<file path="config.mk">
export PLATFORM = sky130hd
export DESIGN_NAME = ff_mem_bank_pipe
export DESIGN_NICKNAME = d
export VERILOG_FILES = /design/src/rtl/ff_mem_bank_pipe.sv
export SDC_FILE = /design/constraint.sdc
export NUM_CORES = 1
export LEC_CHECK = 0
export ABC_AREA = 1
export CAP_MARGIN = 20
export CORE_UTILIZATION = 63
export CTS_BUF_LIST = sky130_fd_sc_hd__clkbuf_4 sky130_fd_sc_hd__clkbuf_8
export CTS_CLUSTER_DIAMETER = 100
export DETAILED_ROUTE_END_ITERATION = 10
export PLACE_DENSITY = 0.79
export SLEW_MARGIN = 20
export SYNTH_ARGS = -nofsm -noshare
export SYNTH_HDL_FRONTEND = slang
export SYNTH_SLANG_ARGS = --single-unit
</file>
<file path="constraint.sdc">
create_clock -name clk -period 2.14 [get_ports clk]
set_clock_uncertainty 0.2 [all_clocks]
set_input_delay 0.321 -clock clk [delete_from_list [all_inputs] [get_ports clk]]
set_output_delay 0.321 -clock clk [all_outputs]
set_load 0.02 [all_outputs]
</file>
<file path="src/rtl/ff_mem_bank_pipe.sv">
// ff_mem_bank_pipe: DEPTH x DATA_W flip-flop bank with a byte-strobed write port and a registered read port.
// Define FF_MEM_BANK_PIPE_FWD_EN to forward same-cycle write data to a read of the same address.
module ff_mem_bank_pipe #(
    parameter int DATA_W = 32,
    parameter int DEPTH  = 16,
    parameter int ADDR_W = $clog2(DEPTH)
) (
    input  logic                clk,
    input  logic                resetn,
    input  logic                wr,
    input  logic [ADDR_W-1:0]   wr_addr,
    input  logic [DATA_W-1:0]   wr_data,
    input  logic [DATA_W/8-1:0] wr_be,
    input  logic                rd,
    input  logic [ADDR_W-1:0]   rd_addr,
    input  logic                clr,
    output logic                rd_valid,
    output logic [DATA_W-1:0]   rd_data,
    output logic                rd_err,
    output logic                wr_err,
    output logic [7:0]          err_cnt
);
    localparam int BE_W = DATA_W / 8;
    localparam logic [ADDR_W:0] DEPTH_C = (ADDR_W + 1)'(DEPTH);

    logic [DATA_W-1:0] mem [DEPTH];
    logic [DATA_W-1:0] rd_word;
    logic              wr_in_range;
    logic              rd_in_range;
    logic              wr_ok;
    logic              wr_drop;
    logic              rd_oor;
    logic              err_evt;

    // Widen addresses by one bit so DEPTH itself is representable in the compare.
    assign wr_in_range = ({1'b0, wr_addr} < DEPTH_C);
    assign rd_in_range = ({1'b0, rd_addr} < DEPTH_C);
    assign wr_ok       = wr && wr_in_range && !clr;
    assign wr_drop     = wr && (!wr_in_range || clr);
    assign rd_oor      = rd && !rd_in_range;
    assign err_evt     = wr_drop || rd_oor;

    // NOTE: the entries are plain flops, so they can take the async reset; a RAM macro could not.
    // NOTE: sequential state uses non-blocking assignments so every flop samples pre-edge values.
    always_ff @(posedge clk or negedge resetn) begin
        if (!resetn) begin
            for (int i = 0; i < DEPTH; i++) mem[i] <= '0;
        end else if (clr) begin
            for (int i = 0; i < DEPTH; i++) mem[i] <= '0;
        end else if (wr_ok) begin
            for (int i = 0; i < DEPTH; i++) begin
                if (wr_addr == ADDR_W'(i)) begin
                    for (int b = 0; b < BE_W; b++) begin
                        if (wr_be[b]) mem[i][8*b +: 8] <= wr_data[8*b +: 8];
                    end
                end
            end
        end
    end

    // NOTE: rd_word gets a default before any conditional write so no latch is inferred.
    always_comb begin
        rd_word = '0;
        for (int i = 0; i < DEPTH; i++) begin
            if (rd_addr == ADDR_W'(i)) rd_word = mem[i];
        end
`ifdef FF_MEM_BANK_PIPE_FWD_EN
        if (wr_ok && rd && (wr_addr == rd_addr)) begin
            for (int b = 0; b < BE_W; b++) begin
                if (wr_be[b]) rd_word[8*b +: 8] = wr_data[8*b +: 8];
            end
        end
`endif
    end

    always_ff @(posedge clk or negedge resetn) begin
        if (!resetn) begin
            rd_valid <= 1'b0;
            rd_data  <= '0;
            rd_err   <= 1'b0;
            wr_err   <= 1'b0;
        end else begin
            rd_valid <= rd;
            rd_data  <= (rd && rd_in_range) ? rd_word : '0;
            rd_err   <= rd_oor;
            wr_err   <= wr_drop;
        end
    end

    // A clear wipes history, but an error in the clearing cycle is still recorded.
    always_ff @(posedge clk or negedge resetn) begin
        if (!resetn) begin
            err_cnt <= 8'd0;
        end else if (clr) begin
            err_cnt <= err_evt ? 8'd1 : 8'd0;
        end else if (err_evt && (err_cnt != 8'hFF)) begin
            err_cnt <= err_cnt + 8'd1;
        end
    end

endmodule

</file>
==> results of run 1 <==
-- layout make-up --
type                       count  area share
clock buffer                 135      0.0563
sequential                   554       0.462
clock inverter                20     0.00401
tap                          511      0.0213
inverter                     110      0.0138
multi-input combinational   2042       0.312
timing repair buffer         343       0.130
antenna                        4    0.000334
-- how the worst min path moves through the flow --
stage / end / depth (start not counted) / slack [ns]
final: mem[358]$_DFFE_PN0P_ / 2 / 0.02
after global routing: mem[358]$_DFFE_PN0P_ / 2 / 0.04
after CTS: mem[358]$_DFFE_PN0P_ / 2 / 0.01
after detailed placement: mem[311]$_DFFE_PN0P_ / 1 / 0.11
after global placement: mem[311]$_DFFE_PN0P_ / 1 / 0.11
after floorplan: err_cnt[0]$_DFFE_PN0P_ / 0 / -0.17
-- routing by layer --
metal	track usage	wire length, um	vias up
met5	0	0	-
met4	0.180	3070	0
met3	0.0743	6430	184
met2	0.598	33300	1058
met1	0.515	28800	10500
li1	-	-	9848
-- Yosys cell counts (2+ instances only) --
master / count
buf_6: 8
nand3_1: 48
buf_4: 2
o31ai_4: 3
nand2_4: 7
nor2_1: 140
nor2_2: 2
a21oi_1: 49
dfrtp_1: 554
or2_2: 68
inv_1: 107
nand2_1: 1072
o41ai_4: 4
clkbuf_1: 122
nand4_1: 79
o21ai_1: 74
o21ai_0: 427
inv_2: 3
nand2_2: 15
buf_2: 34
o21ai_2: 49
-- sequential cells by signal, summed over array words and instances (netlist names) --
signal,count
mem,512
err_cnt,8
rd_valid,1
wr_err,1
rd_data,32
-- cell families (layout without fill, tap and decap cells) --
family,count (synthesis),in the layout,synth area share
compound gates,608,608,0.139
buf+inv,277,608,0.0473
flops,554,554,0.570
other cells,1,5,0.000154
simple gates,1433,1433,0.243
-- power groups by stage --
stage / sequential, uW / clock, uW / combinational [uW]
2_1_floorplan: 12200 / 0 / 1660
4_1_cts: 12100 / 9320 / 3310
3_5_place_dp: 12300 / 0 / 3310
3_3_place_gp: 12200 / 0 / 3170
5_1_grt: 12200 / 9810 / 3680
6_report: 12100 / 9230 / 3330
-- stage by stage --
stage | total power (uW) | setup slack (ns) | hold slack, ns | area, um2
2_1_floorplan | 13800 | 0.159 | -0.175 | 24300
3_3_place_gp | 15400 | -1.03 | 0.111 | 28100
3_5_place_dp | 15600 | -1.08 | 0.115 | 28100
4_1_cts | 24700 | 0.00149 | 0.0150 | 29900
5_1_grt | 25700 | 0.00510 | 0.0385 | 30000
6_report | 24700 | 0.0469 | 0.0200 | 30000
-- repair_timing --
| item | 4_1_cts | 5_1_grt |
|---|---|---|
| pin swaps | 0 | 3 |
| hold endpoints to repair | 554 | 0 |
| buffers inserted | 0 | 0 |
| setup endpoints to repair | 49 | 34 |
| resized for setup | 39 | 20 |
| hold buffers | 1 | 0 |
==> out/summary.txt, run 1 <==
==================================================================================================
Outcome                                                                               finished, final reports clean
Via count                                                                                    21.6k
Layout filler cell count                                                                      2506
H-tree depth                                                                                     3
DRT antenna net count                                                                            0
Clock transition time at the flip-flop clock pins of the worst setup and hold paths        0.06 ns
Count of final hold-check violations                                                             0
Clock tree root buffer cell                                                               clkbuf_8
Overall fraction of global-route tracks in use                                               0.381
Effective utilization at floorplan                                                           0.643
Worst-margin pin slew                                                                     0.598 ns
Class of the tightest hold or removal check                                           input port to async pin
Area taken by flip-flops and latches                                                    0.0139 mm2
Number of design rule violations left after detail routing                                       0
Register bit total from synthesis                                                              554
Element type at the critical path start                                                  flip-flop
Time the final worst path needs with I/O delays and setup                                  2.09 ns
Grt ovf                                                                                          0
Nets in the synthesized netlist                                                               2922
Chip Height                                                                                 198 um
Worst r2r src                                                                         mem[443]$_DFFE_PN0P_
Global-route wire length before repair                                                   115000 um
Final #Nets                                                                                   3189
Number of global-route vias before repair                                                    21.7k
Launch point of the worst path                                                        rd_valid$_DFF_PN0_
Number of logic stages on the critical path including buffering                                  1
Post-synth EDFFs                                                                                 0
Die area                                                                                0.0394 mm2
Area occupied by multi-input gates                                                     0.00936 mm2
Combinational cell fraction of total power                                                   0.135
Worst Reg-to-Reg Cells                                                                          11
Final core area utilization                                                                  0.792
TritonCTS Buffers                                                                               89
Number of ports placed on the die boundary                                                      92
End of the worst register-to-register path                                            rd_data[27]$_DFF_PN0_
Critical path capture point                                                               rd_valid
1st-pass router iterations                                                                       6
CP max stage delay                                                                         0.60 ns
Cell type with the highest aggregate area in the netlist                                   dfrtp_1
Synth area leaders                                                                    dfrtp_1 (57%), nand2_1 (17%), o21ai_0 (8.8%)
CP Data Arrival Time                                                                       1.57 ns
Post-synthesis sequential area ratio                                                         0.570
Ratio of cells with drive above 1 in the final layout                                        0.183
CP delay by family, top                                                               buffers and inverters
Power share of the clock group                                                               0.374
Number of library cell types mapped by synthesis                                                27
Number of I/O port buffers                                                                      90
Syn Inst Count                                                                                2873
Number of cells after detailed placement                                                      3559
CTS tree                                                                                     built
Growth of design area from synthesis to finish                                               23.3%
Power density cells                                                                     824 mW/mm2
Part of the cycle the worst path needs                                                       0.978
Yosys Warn Count                                                                                 0
Portion of total power attributed to sequential cells                                        0.491
Setup TNS                                                                                     0 ns
Endpoint required time on the critical path                                                1.62 ns
Number of pins with negative max-slew slack in the final report                                  0
Number of antenna violations at the first check in global routing                                0
Slowest stage cell on the critical path                                               clkdlybuf4s50_1
Leakage power figure                                                                     0.0145 uW
Maximum count of clock buffers along a single path                                               3
Total length of routed wires                                                              71600 um
Worst Setup End Kind                                                                  primary output
TritonCTS sink count                                                                           554
Kind of critical path                                                                 flip-flop to primary output
Relative slew slack                                                                          0.601
Weighted congestion reported at the end of routability-driven placement                      0.952
Number of vias per cell                                                                       5.80
Iteration-0 DRC count of the detailed router                                                  1922
Final setup fails                                                                                0
Post-synth ARST share                                                                         1.00
Most common library cell in the layout ignoring fill and taps                              nand2_1
Commonest cells after routing, fill and taps aside                                    nand2_1 (1066), dfrtp_1 (554), o21ai_0 (427)
Area of the core                                                                        0.0378 mm2
Internal power component                                                                  17900 uW
Switching pwr                                                                              6840 uW
Most frequently used flop master after synthesis                                           dfrtp_1
Setup slack on the worst flop-to-flop path                                                 0.32 ns
Final non-filler cell total                                                                   3719
Achievable Freq                                                                          0.478 GHz
Die Wd                                                                                      198 um
Setup repair after global routing missed its margin                                          false
Peak VDD IR                                                                             0.000665 V
Max-cap viol count                                                                               0
Cell-by-cell listing of the critical path                                             clkdlybuf4s50_1
Average cell area after synthesis                                                         8.46 um2
Wirelength per Cell                                                                        19.3 um
Clock latency of the later-clocked register in the worst-skew pair                         0.67 ns
Crit Path Max Fanout                                                                             1
Core Rows                                                                                       71
Area share of the largest cell type after synthesis                                          0.570
Dpl hpwl                                                                                  49000 um
Largest net degree at the start of global routing                                               67
Count of buffer and inverter cells on the critical path                                          1
Fraction of power spent switching nets                                                       0.277
Syn Std Cell Area                                                                       0.0243 mm2
==================================================================================================
Power figures use the tool's default switching activity.
==> inputs of run 2 (changes only) <==
--- a/config.mk
+++ b/config.mk
@@ -7,6 +7,7 @@
 export LEC_CHECK = 0
 export ABC_AREA = 1
 export CAP_MARGIN = 20
+export CORE_MARGIN = 1
 export CORE_UTILIZATION = 63
 export CTS_BUF_LIST = sky130_fd_sc_hd__clkbuf_4 sky130_fd_sc_hd__clkbuf_8
 export CTS_CLUSTER_DIAMETER = 100
==> results of run 2 <==
Final layout, timing and power as in run 1 (identical DEF).
